## config.mk

```make
export PLATFORM = sky130hd
export DESIGN_NAME = fp_add_arbiter
export DESIGN_NICKNAME = d
export VERILOG_FILES = /design/src/rtl/fp_mac_pkg.sv /design/src/rtl/fp_add_arbiter_chk.sv /design/src/rtl/fp_add_arbiter_rr_arb2.sv /design/src/rtl/fp_add_arbiter.sv
export SDC_FILE = /design/constraint.sdc
export NUM_CORES = 1
export LEC_CHECK = 0
export CAP_MARGIN = 15
export CELL_PAD_IN_SITES_DETAIL_PLACEMENT = 1
export CELL_PAD_IN_SITES_GLOBAL_PLACEMENT = 2
export CORE_MARGIN = 2
export CORE_UTILIZATION = 19
export DETAILED_ROUTE_END_ITERATION = 12
export GPL_ROUTABILITY_DRIVEN = 1
export PLACE_DENSITY = 0.83
export SETUP_SLACK_MARGIN = 0.3
export SYNTH_ARGS = -nofsm -noshare
export SYNTH_HDL_FRONTEND = slang
export SYNTH_SLANG_ARGS = --single-unit
```

## constraint.sdc

```tcl
create_clock -name clock -period 3.5 [get_ports clock]
set_input_delay 0.35 -clock clock [delete_from_list [all_inputs] [get_ports clock]]
set_output_delay 0.35 -clock clock [all_outputs]
set_load 0.05 [all_outputs]
```

## src/rtl/fp_mac_pkg.sv

```systemverilog
// Shared types and defaults for the MAC lanes that share one float adder.
package fp_mac_pkg;

  localparam int FP_W            = 32;
  localparam int LANE_W          = 1;
  localparam int DEF_ADD_LATENCY = 6;
  localparam int DEF_MAX_OUT     = 4;

  typedef struct packed {
    logic              valid;
    logic [LANE_W-1:0] lane;
  } tag_t;

  localparam tag_t TAG_NONE = '{valid: 1'b0, lane: 1'b0};

  function automatic tag_t make_tag(input logic [LANE_W-1:0] lane);
    make_tag = '{valid: 1'b1, lane: lane};
  endfunction

endpackage

```

## src/rtl/fp_add_arbiter_chk.sv

```systemverilog
// Invariant checks for the outstanding-operation counters.
module fp_add_arbiter_chk #(
  parameter int CNT_W = 3
) (
  input logic             clock,
  input logic             reset,
  input logic             ret0_i,
  input logic             ret1_i,
  input logic [CNT_W-1:0] cnt0_i,
  input logic [CNT_W-1:0] cnt1_i
);

  a_ret0_has_credit: assert property (@(posedge clock) disable iff (reset)
    !(ret0_i && (cnt0_i == '0)));

  a_ret1_has_credit: assert property (@(posedge clock) disable iff (reset)
    !(ret1_i && (cnt1_i == '0)));

endmodule

```

## src/rtl/fp_add_arbiter_rr_arb2.sv

```systemverilog
// Two-way round-robin grant; the remembered lane loses the next tie.
module rr_arb2 import fp_mac_pkg::*; (
  input  logic              clock,
  input  logic              reset,
  input  logic [1:0]        elig_i,
  output logic              gnt_valid_o,
  output logic [LANE_W-1:0] gnt_lane_o
);

  logic [LANE_W-1:0] last_q;
  logic [LANE_W-1:0] last_d;

  // Grant selection and last-grant update
  always_comb begin
    gnt_valid_o = 1'b0;
    gnt_lane_o  = 1'b0;
    case (elig_i)
      2'b01: begin
        gnt_valid_o = 1'b1;
        gnt_lane_o  = 1'b0;
      end
      2'b10: begin
        gnt_valid_o = 1'b1;
        gnt_lane_o  = 1'b1;
      end
      2'b11: begin
        gnt_valid_o = 1'b1;
        gnt_lane_o  = ~last_q;
      end
      default: begin
        gnt_valid_o = 1'b0;
        gnt_lane_o  = 1'b0;
      end
    endcase
    if (gnt_valid_o) begin
      last_d = gnt_lane_o;
    end else begin
      last_d = last_q;
    end
  end

  // Lane 1 is remembered out of reset so lane 0 wins the first tie
  always_ff @(posedge clock or posedge reset) begin
    if (reset) begin
      last_q <= 1'b1;
    end else begin
      last_q <= last_d;
    end
  end

endmodule

```

## src/rtl/fp_add_arbiter.sv

```systemverilog
// Shares one pipelined float adder between two MAC lanes and routes each
// result back to its issuer using a tag pipeline that mirrors the adder.
module fp_add_arbiter import fp_mac_pkg::*; #(
  parameter int ADD_LATENCY = DEF_ADD_LATENCY,
  parameter int MAX_OUT     = DEF_MAX_OUT,
  parameter int CNT_W       = $clog2(MAX_OUT + 1)
) (
  input  logic             clock,
  input  logic             reset,
  input  logic             req0_valid,
  input  logic [FP_W-1:0]  req0_a,
  input  logic [FP_W-1:0]  req0_b,
  output logic             req0_ready,
  input  logic             req1_valid,
  input  logic [FP_W-1:0]  req1_a,
  input  logic [FP_W-1:0]  req1_b,
  output logic             req1_ready,
  output logic [FP_W-1:0]  add_a,
  output logic [FP_W-1:0]  add_b,
  input  logic [FP_W-1:0]  add_result,
  output logic [FP_W-1:0]  rsp_data,
  output logic             rsp0_valid,
  output logic             rsp1_valid,
  output logic [CNT_W-1:0] out0,
  output logic [CNT_W-1:0] out1,
  output logic             busy
);

  localparam logic [CNT_W-1:0] MAX_CNT = CNT_W'(MAX_OUT);

  logic [FP_W-1:0]   add_a_q, add_a_d;
  logic [FP_W-1:0]   add_b_q, add_b_d;
  tag_t              tag_q [ADD_LATENCY];
  tag_t              tag0_d;
  tag_t              tag_out;
  logic [CNT_W-1:0]  out0_q, out0_d;
  logic [CNT_W-1:0]  out1_q, out1_d;
  logic              rsp0_q, rsp1_q;
  logic              gnt_valid;
  logic [LANE_W-1:0] gnt_lane;
  logic              ret0, ret1;
  logic              tags_busy;

  function automatic logic [CNT_W-1:0] next_count(input logic [CNT_W-1:0] cnt,
                                                  input logic inc, input logic dec);
    case ({inc, dec})
      2'b10:   next_count = cnt + CNT_W'(1);
      2'b01:   next_count = cnt - CNT_W'(1);
      default: next_count = cnt;
    endcase
  endfunction

  rr_arb2 u_arb (
    .clock       (clock),
    .reset       (reset),
    .elig_i      ({req1_valid && (out1_q < MAX_CNT), req0_valid && (out0_q < MAX_CNT)}),
    .gnt_valid_o (gnt_valid),
    .gnt_lane_o  (gnt_lane)
  );

  assign req0_ready = gnt_valid && (gnt_lane == 1'b0);
  assign req1_ready = gnt_valid && (gnt_lane == 1'b1);

  // The entry leaving the last tag stage lines up with add_result one cycle later
  assign tag_out = tag_q[ADD_LATENCY-1];
  assign ret0    = tag_out.valid && (tag_out.lane == 1'b0);
  assign ret1    = tag_out.valid && (tag_out.lane == 1'b1);

  // Operand capture and issue tag for the granted lane
  always_comb begin
    add_a_d = add_a_q;
    add_b_d = add_b_q;
    tag0_d  = TAG_NONE;
    if (req1_ready) begin
      add_a_d = req1_a;
      add_b_d = req1_b;
      tag0_d  = make_tag(1'b1);
    end else if (req0_ready) begin
      add_a_d = req0_a;
      add_b_d = req0_b;
      tag0_d  = make_tag(1'b0);
    end else begin
      tag0_d  = TAG_NONE;
    end
  end

  // Credit bookkeeping and in-flight detection
  always_comb begin
    out0_d    = next_count(out0_q, req0_ready, ret0);
    out1_d    = next_count(out1_q, req1_ready, ret1);
    tags_busy = 1'b0;
    for (int i = 0; i < ADD_LATENCY; i++) begin
      tags_busy = tags_busy | tag_q[i].valid;
    end
  end

  // Pipeline, counter and response state
  always_ff @(posedge clock or posedge reset) begin
    if (reset) begin
      add_a_q <= '0;
      add_b_q <= '0;
      for (int i = 0; i < ADD_LATENCY; i++) begin
        tag_q[i] <= TAG_NONE;
      end
      out0_q  <= '0;
      out1_q  <= '0;
      rsp0_q  <= 1'b0;
      rsp1_q  <= 1'b0;
    end else begin
      add_a_q  <= add_a_d;
      add_b_q  <= add_b_d;
      tag_q[0] <= tag0_d;
      for (int i = 1; i < ADD_LATENCY; i++) begin
        tag_q[i] <= tag_q[i-1];
      end
      out0_q   <= out0_d;
      out1_q   <= out1_d;
      rsp0_q   <= ret0;
      rsp1_q   <= ret1;
    end
  end

  assign add_a      = add_a_q;
  assign add_b      = add_b_q;
  assign rsp_data   = add_result;
  assign rsp0_valid = rsp0_q;
  assign rsp1_valid = rsp1_q;
  assign out0       = out0_q;
  assign out1       = out1_q;
  assign busy       = req0_ready | req1_ready | tags_busy | rsp0_q | rsp1_q;

  fp_add_arbiter_chk #(.CNT_W(CNT_W)) u_chk (
    .clock  (clock),
    .reset  (reset),
    .ret0_i (ret0),
    .ret1_i (ret1),
    .cnt0_i (out0_q),
    .cnt1_i (out1_q)
  );

endmodule

```

Yosys cells after proc, flatten, opt, wreduce, memory -nomap -nowiden. Cells that the tools add are included.

Bits in registers: 85. Input port bits: 164. Logic and storage cells: 64.

Equal/unequal tests: 7. Add/subtract/negate cells: 4. Order comparisons: 2. Muxes and demuxes: 10. Reduce and logical (&&, ||, !) cells: 10. Bitwise operators: 12.

Operator list (number): 32-bit 2-to-1 mux (4); 3-bit one-hot mux with 2 select lines (2); 1-bit OR (9); 2-bit equality test, second input constant (4); 3-bit by 1-bit adder with 3-bit output, second input constant (2); 2-bit by 1-bit equality test with 1-bit output, second input constant (3); 1-bit logical AND (6); 3-bit less-than comparator, second input constant (2); 2-bit nonzero test (3); 3-bit by 1-bit subtractor with 3-bit output, second input constant (2); 2-bit 2-to-1 mux (2); 1-bit NOT (3); 3-bit OR reduction (1); 1-bit one-hot mux with 2 select lines (1); 1-bit 2-to-1 mux (1).

Logic depth before layout (Yosys ltp). Gate-level depths: netlist (run 1).

Depth in word-level cells: 10. Depth in mapped cells: 10.

By module. From an unflattened synthesis (run 1), not the netlist that was laid out.

Cells, all modules: 371. Area, all modules: 4030.1 µm².

By module, submodules not included: fp_add_arbiter (area each 3975.1 µm², sequential area each 2102.0 µm², instances 1, cells an instance 365); rr_arb2 (area each 55.1 µm², sequential area each 26.3 µm², instances 1, cells an instance 6).

Worst setup path after synthesis (run 1). OpenSTA, ideal clock, no wires.

Path type: flip-flop to flip-flop. Start point: reg out1_q[2] (netlist: out1[2]). End point: reg out1_q[2] (netlist: out1[2]). Cell stages (with the launch flop): 11. Slack: 0.802 ns. Setup time: 0.145 ns. Arrival time: 2.553 ns. Cell sequence: dfrtp_1 -> nand2b_1 -> a31oi_1 -> buf_2 -> buf_2 -> inv_1 -> ha_1 -> fa_1 -> xnor2_1 -> nor2_1 -> xor2_1.

Longest elaborated chain between the ends: 8. Elaborated cells between the ends (all ways): 15. Classes of those cells: add/sub: 2; order compare: 1; eq/ne: 5; mux: 3; reduce/logical: 4.

Ends and longest elaborated chain: start, declared (RTL line fp_add_arbiter.sv:37) `logic [CNT_W-1:0] out1_q, out1_d;`; start signal, assigned (RTL line fp_add_arbiter.sv:117) `out1_q <= out1_d;`; 3-bit less-than comparator * (RTL line fp_add_arbiter.sv:56) `.elig_i ({req1_valid && (out1_q < MAX_CNT), req0_valid && (out0_q < MAX_CNT)}),`; 1-bit logical AND * (RTL line fp_add_arbiter.sv:56); 2-bit by 1-bit equality test with 1-bit output / 2-bit equality test (equally long branches) (RTL line fp_add_arbiter_rr_arb2.sv:17) `case (elig_i)`; 3-bit OR reduction (no source line); 1-bit 2-to-1 mux (RTL line fp_add_arbiter_rr_arb2.sv:17); 1-bit logical AND * (RTL line fp_add_arbiter.sv:62) `assign req1_ready = gnt_valid && (gnt_lane == 1'b1);`; net req1_ready (RTL line fp_add_arbiter.sv:17) `output logic req1_ready,`; 2-bit by 1-bit equality test with 1-bit output / 2-bit equality test (equally long branches) (RTL line fp_add_arbiter.sv:46) `case ({inc, dec})`; 3-bit one-hot mux with 2 select lines / 2-bit nonzero test (equally long branches).

Mark *: on every way through the listed nets, which the timed path passes. The rest lies on a longest branch. A chain may end at the register's enable or synchronous reset.

Final worst setup path (run 1).
Start point: in req0_valid. End point: out busy.

Longest elaborated chain between the ends: 9. Elaborated cells between the ends (all ways): 14. Classes of those cells: eq/ne: 3; mux: 2; bitwise: 5; reduce/logical: 4.

Ends and longest elaborated chain: start, declared (RTL line fp_add_arbiter.sv:10) `input logic req0_valid,`; 1-bit logical AND * (RTL line fp_add_arbiter.sv:56); 2-bit by 1-bit equality test with 1-bit output / 2-bit equality test (equally long branches) (RTL line fp_add_arbiter_rr_arb2.sv:17); 3-bit OR reduction (no source line) / 1-bit one-hot mux with 2 select lines (equally long branches); 1-bit 2-to-1 mux / 1-bit NOT (equally long branches) (RTL line fp_add_arbiter_rr_arb2.sv:17, fp_add_arbiter.sv:61); 1-bit logical AND, on equally long branches (RTL line fp_add_arbiter.sv:61, fp_add_arbiter.sv:62); 1-bit OR * (4 in series) (RTL line fp_add_arbiter.sv:130) `assign busy = req0_ready | req1_ready | tags_busy | rsp0_q | rsp1_q;`; end, declared (RTL line fp_add_arbiter.sv:26) `output logic busy`.

Mark *: on every way between the ends. The rest lies on a longest branch, timed or not.

==> impl_metrics.csv, run 1 <==
group,metric,value,unit
status,outcome,"complete, no violations",
route,wl_per_cell,14.6,microns
final_layout,multi_input_area,890,sq um
logic_synthesis,ys_types,25,
critical_path,max_stage_delay,0.80,ns
route,vias,3533,
final_layout,syn_to_final_growth,58.4,%
logic_synthesis,ys_ff_latch,85,
sta,worst_slew_pin_slew,0.793,ns
global_route,grt_usage,11.2,%
clock_network,post_cts_buffers,0,
sta,fin_skew,0.0105,ns
clock_network,cts.path.max_buffers,2,
sta,period_minus_slack,2.42,ns
sta,setup_viol_count_final,0,
clock_network,cts_made_buffers,9,
job,maxCapViolCount,0,
global_route,antenna_found_initial,1,
critical_path,worstPathArrival,2.07,ns
final_layout,nets,767,
clock_network,clockRootBuffer,"clkbuf_16",
route,ant_nets,0,
placement,globalplace.congestion,0.702,
route,firstDrtPassIters,5,
logic_synthesis,syn-cell-area,4120,sq um
sta,grt_setup_unrepaired,"false",
sta,slew-limit-headroom,47.1,%
final_layout,regArea,2130,sq um
route,drc,0,
sta,max_freq,0.412,GHz
sta,layout_worst_path_cycle_share,69.3,%
critical_path,crit_path_max_fanout,3,
global_route,grt_pass1_wl,19500,microns
final_layout,final_common_cell,"clkdlybuf4s50_1",
placement,port_buffers,206,
sta,finalMaxSlewViolations,0,
floorplanning,start_util,19.5,%
clock_network,htreeDepth,3,
clock_network,numClockSinks,85,
floorplanning,die_x,151,microns
logic_synthesis,synth_cells,429,
critical_path,path_cells,"clkdlybuf4s50_1, nand2b_1, and2_4, nand3_1, clkdlybuf4s50_1",
route,wl,12900,microns
clock_network,path_clk_slew,0.06,ns
final_layout,fillCellCount,2427,
critical_path,path_class,"primary input to output port",
floorplanning,core-area,21200,sq um
clock_network,cts_resized,0,
power,ir_worst_vdd,348,uV
clock_network,insertion_delay,0.34,ns
route,drtIter0Drc,283,
critical_path,cp-end-kind,"output port",
final_layout,drive_gt1_share,4.80,%
placement,hpwl,9230,microns
critical_path,worst_setup_path_start_kind,"primary input",
power,leakage,3.31,nW
critical_path,cp.required,3.15,ns
clock_network,cts_hold_buf,0,
route,viasPerCell,4.01,
logic_synthesis,syn_nets,597,
floorplanning,num_rows,53,
final_layout,layout_common_cells,"clkdlybuf4s50_1 (206), inv_1 (199), dfrtp_1 (84), a222oi_1 (64), clkbuf_16 (9)",
logic_synthesis,syn_area_per_cell,9.59,sq um
power,power_density,962,nW/um^2
logic_synthesis,yosysSeqAreaShare,51.7,%
global_route,grt_max_degree,66,
sta,fin_hold_ws,0.352,ns
clock_network,cts_tree,"built",
sta,setup_tns,0,ns
floorplanning,dieArea,22900,sq um
critical_path,crit_slowest_cell,"clkdlybuf4s50_1",
sta,hold_viol_final,0,
critical_path,path_common_cell,"clkdlybuf4s50_1",
global_route,grt_pass1_vias,3737,
floorplanning,io_pins,271,
logic_synthesis,yosysWarnings,0,
hold_path,hold_class,"flop to flop",
floorplanning,fp.dieH,151,microns
global_route,overflow,0,
-- metal layers --
metal	track usage, %	share of wire (%)
met1	12.9	41
met2	19.0	48
met3	4.85	9.9
met4	3.08	1.2
met5	0	0
-- worst max-delay path, delay by kind of cell --
kind | cells | cell delay, ns
buffers and inverters | 2 | 1.34
and+or+nand+nor | 3 | 0.39
-- synthesized netlist by cell type --
cell type  count  area share, %
nand3_1        1           0.12
and2_4         1           0.21
dfrtp_1       84             51
xnor2_1        3           0.64
xor2_1         3           0.64
nor4_1         2           0.30
buf_2         10            1.2
nand2b_1       2           0.30
a222oi_1      64             16
a31oi_1        1           0.15
inv_1        200             18
dfstp_2        1           0.64
nor3b_2        1           0.30
clkbuf_1       6           0.55
nor2b_1        1           0.15
and2_1         1           0.15
buf_6          5            1.4
fa_1           2           0.97
nand2_1        1          0.091
a21o_1         1           0.18
mux2_2         1           0.27
buf_4         32            5.8
ha_1           2           0.61
o21ai_0        1           0.12
nor2_1         3           0.27
-- metrics by stage --
stage               cells  power, mW  worst slack, ns  instance area [sq um]  utilization [%]
global route          879       6.66            0.994                   6520             30.8
detailed placement    863       5.40             1.06                   6230             29.5
CTS                   879       6.40             1.05                   6520             30.8
global placement      863       5.34             1.10                   6230             29.5
finish                880       6.27             1.08                   6520             30.8
floorplan             429       4.19            0.802                   4120                -
-- cell families after synthesis --
| kind of cell | Yosys count | synth area share (%) |
|---|---|---|
| xor gates and xnor gates | 6 | 1.28 |
| muxes | 1 | 0.274 |
| buffers and inverters | 253 | 27.2 |
| adders and majority gates | 4 | 1.58 |
| DFF | 85 | 51.7 |
| and+or+nand+nor | 13 | 1.92 |
| AOI/OAI and AO/OA | 67 | 16.0 |
-- worst paths after layout --
kind / startpoint / endpoint / slack (ns) / cells past startpoint
setup / recovery: req0_valid / busy / 1.08 / 5
hold / removal: tag_q[6] / tag_q[4] / 0.35 / 0
setup reg to reg: out1[2] / out1[2] / 1.50 / 8
hold reg to reg: tag_q[6] / tag_q[4] / 0.35 / 0
max in group asynchronous: reset / add_a[17] / 2.36 / 3
min in group asynchronous: reset / add_a[1] / 0.43 / 2
-- final cells by class --
class | instances | share of cell area [%]
Antenna cell | 1 | 0.0384
Tap cell | 275 | 5.28
Inverter | 200 | 11.5
Multi-Input combinational cell | 91 | 13.6
Sequential cell | 85 | 32.6
Timing Repair Buffer | 212 | 32.5
Clock buffer | 10 | 3.67
Clock inverter | 6 | 0.691
-- power breakdown --
group          leakage, nW  internal (mW)  switching, mW  total [mW]
clock network        0.143          0.506          0.434       0.941
registers            0.960           1.46          0.272        1.73
logic                 2.21           1.28           2.33        3.61
total                 3.31           3.24           3.04        6.27
-- flip-flops by register name, indices dropped and copies added, names as in the netlist --
| signal | flops |
|---|---|
| tag_out | 2 |
| out0 | 3 |
| u_arb.last_q | 1 |
| tag_q | 10 |
| add_a | 32 |
| rsp0_valid | 1 |
| add_b | 32 |
| out1 | 3 |
| rsp1_valid | 1 |
(Power assumes the default switching activity.)
==> run 2: changes to the inputs <==
Settings changed: CORE_UTILIZATION 19 to 18, PLACE_DENSITY 0.83 to 0.82.
Clock period 3.5 ns to 2.05 ns, I/O delays scaled along.
==> run 2 against run 1 <==
  * Sequential power increased by 69%
  * Setup slack got worse by 0.88 ns
  * Count of clock-buffer cells in the layout decreased by 1
  * Clock power increased by 98%
  * Die area increased by 5.4%
  * Power increased by 80%
  * Critical path type is now flop to flop
  * Largest cell class is now non-clock buffers
  * Largest power group unchanged
==> impl_metrics.csv, run 2 (same netlist as run 1, synthesis figures left out) <==
group,metric,value,unit
floorplanning,fp.dieH,155,microns
critical_path,cp-end-kind,"flop",
sta,max_freq,0.540,GHz
clock_network,clockRootBuffer,"clkbuf_16",
final_layout,layout_common_cells,"inv_1 (196), clkdlybuf4s50_1 (148), dfrtp_1 (82), a222oi_1 (64), dlygate4sd2_1 (35)",
critical_path,path_class,"flop to flop",
global_route,antenna_found_initial,0,
final_layout,stdcell_area,6940,sq um
clock_network,numClockSinks,85,
sta,layout_worst_path_cycle_share,90.3,%
global_route,grt_usage,11.4,%
job,maxCapViolCount,0,
critical_path,crit_path_max_fanout,4,
route,route.met2.wl,6880,microns
placement,globalplace.congestion,0.683,
power,total_power,11.3,mW
sta,grt_setup_unrepaired,"true",
status,outcome,"complete, no violations",
floorplanning,num_rows,55,
global_route,grt_pass1_wl,21000,microns
route,ant_nets,0,
clock_network,cts_tree,"built",
global_route,grt_max_degree,42,
critical_path,cp.required,2.32,ns
clock_network,htreeDepth,3,
placement,place_area,6380,sq um
final_layout,drive_gt1_share,9.98,%
route,routed.top_layer,"met4",
sta,setup_viol_count_final,0,
floorplanning,die_x,155,microns
route,wl_per_cell,15.3,microns
hold_path,hold_class,"primary input to asynchronous set/reset pin",
power,ir_worst_vdd,501,uV
route,drc,0,
route,drtIter0Drc,329,
sta,fin_skew,0.0178,ns
clock_network,cts.path.max_buffers,2,
clock_network,cts_made_buffers,9,
sta,period_minus_slack,1.85,ns
critical_path,worstPathArrival,2.12,ns
final_layout,num_antenna_cells,0,
route,wl_met1,5690,microns
sta,finalMaxSlewViolations,0,
route,viasPerCell,4.02,
floorplanning,start_util,18.2,%
clock_network,insertion_delay,0.35,ns
route,firstDrtPassIters,8,
final_layout,syn_to_final_growth,68.6,%
critical_path,r2r_start,"out1[2]",
sta,worst_slew_pin_slew,0.578,ns
global_route,grt_pass1_vias,3836,
sta,hold_viol_final,0,
placement,port_buffers,206,
power,leakage,3.64,nW
floorplanning,io_pins,271,
sta,slew-limit-headroom,61.6,%
placement,hpwl,9260,microns
critical_path,critPathLaunch,"out1[2]",
route,wl,13900,microns
final_layout,nets,784,
clock_network,cts_hold_buf,0,
critical_path,worst_setup_path_start_kind,"flop",
floorplanning,dieArea,24100,sq um
final_layout,final_common_cell,"inv_1",
global_route,overflow,0,
power,power_density,1630,nW/um^2
route,vias,3641,
clock_network,path_clk_slew,0.08,ns
floorplanning,core-area,22600,sq um
route,wl_met3,1070,microns
[run 2: cell count changes in the layout (fill, tap and decap cells not counted), sizes merged]
cell / delta
clkdlybuf4s50: -58
diode: -1
clkbuf: -1
bufinv: +2
buf: +20
dlymetal6s2s: +20
clkinvlp: +2
clkinv: -4
dlygate4sd2: +35
inv: +1
[run 2: metal layers]
metal,global-route usage [%],vias up
li1,-,1696
met1,12.9,1781
met2,20.1,153
met3,3.34,11
met4,4.76,0
met5,0,-
[run 2: layout make-up]
type	instances	area (sq um)
fillers	2592	15600
repair buffers	229	2410
flip-flops and latches	85	2130
multi-input cells	91	960
inverters	200	757
well taps	285	357
clock buffers	9	225
clock inverters	7	103
[run 2: what timing repair did]
item / in CTS / in global routing
setup endpoints to repair: 105 / 50
gates resized for setup: 49 / 30
setup buffers: 5 / 5
gates cloned: 2 / 0
pin swaps: 9 / 12
[run 2: path summary, 6_finish.rpt]
kind / endpoint / slack (ns) / cells after the start
worst max-delay path: out1[2] / 0.20 / 8
worst min-delay path: add_b[12] / 0.24 / 2
worst max register to register: out1[2] / 0.20 / 8
worst min register to register: tag_q[8] / 0.35 / 0
max in group asynchronous: u_arb.last_q / 1.19 / 3
min in group clock: tag_q[8] / 0.35 / 0
[run 2: report_power, final]
part	total (mW)	internal [mW]	leakage, nW	switching (mW)
Combinational	6.51	2.34	2.53	4.17
Clock	1.86	1.09	0.157	0.776
Sequential	2.92	2.49	0.958	0.436
[run 2: through the flow]
step           TNS [ns]  hold slack [ns]  setup WS (ns)  instances  utilization (%)
2_1_floorplan    -0.308            0.331         -0.129        429                -
6_report              0            0.241          0.199        906             30.7
3_5_place_dp     -0.280            0.336         -0.178        878             28.3
4_1_cts               0            0.255          0.190        901             30.2
5_1_grt               0            0.280         0.0923        906             30.7
3_3_place_gp     -0.141            0.333         -0.127        878             28.3
[run 2: worst max-delay path, stage by stage, from the launching register on]
cell and delay [ns]:
dfrtp_2 0.44, nand2b_4 0.17, a31oi_4 0.21, inv_4 0.05, ha_4 0.16, fa_2 0.33, xnor2_1 0.13, nor2_1 0.12
xor2_1 0.16
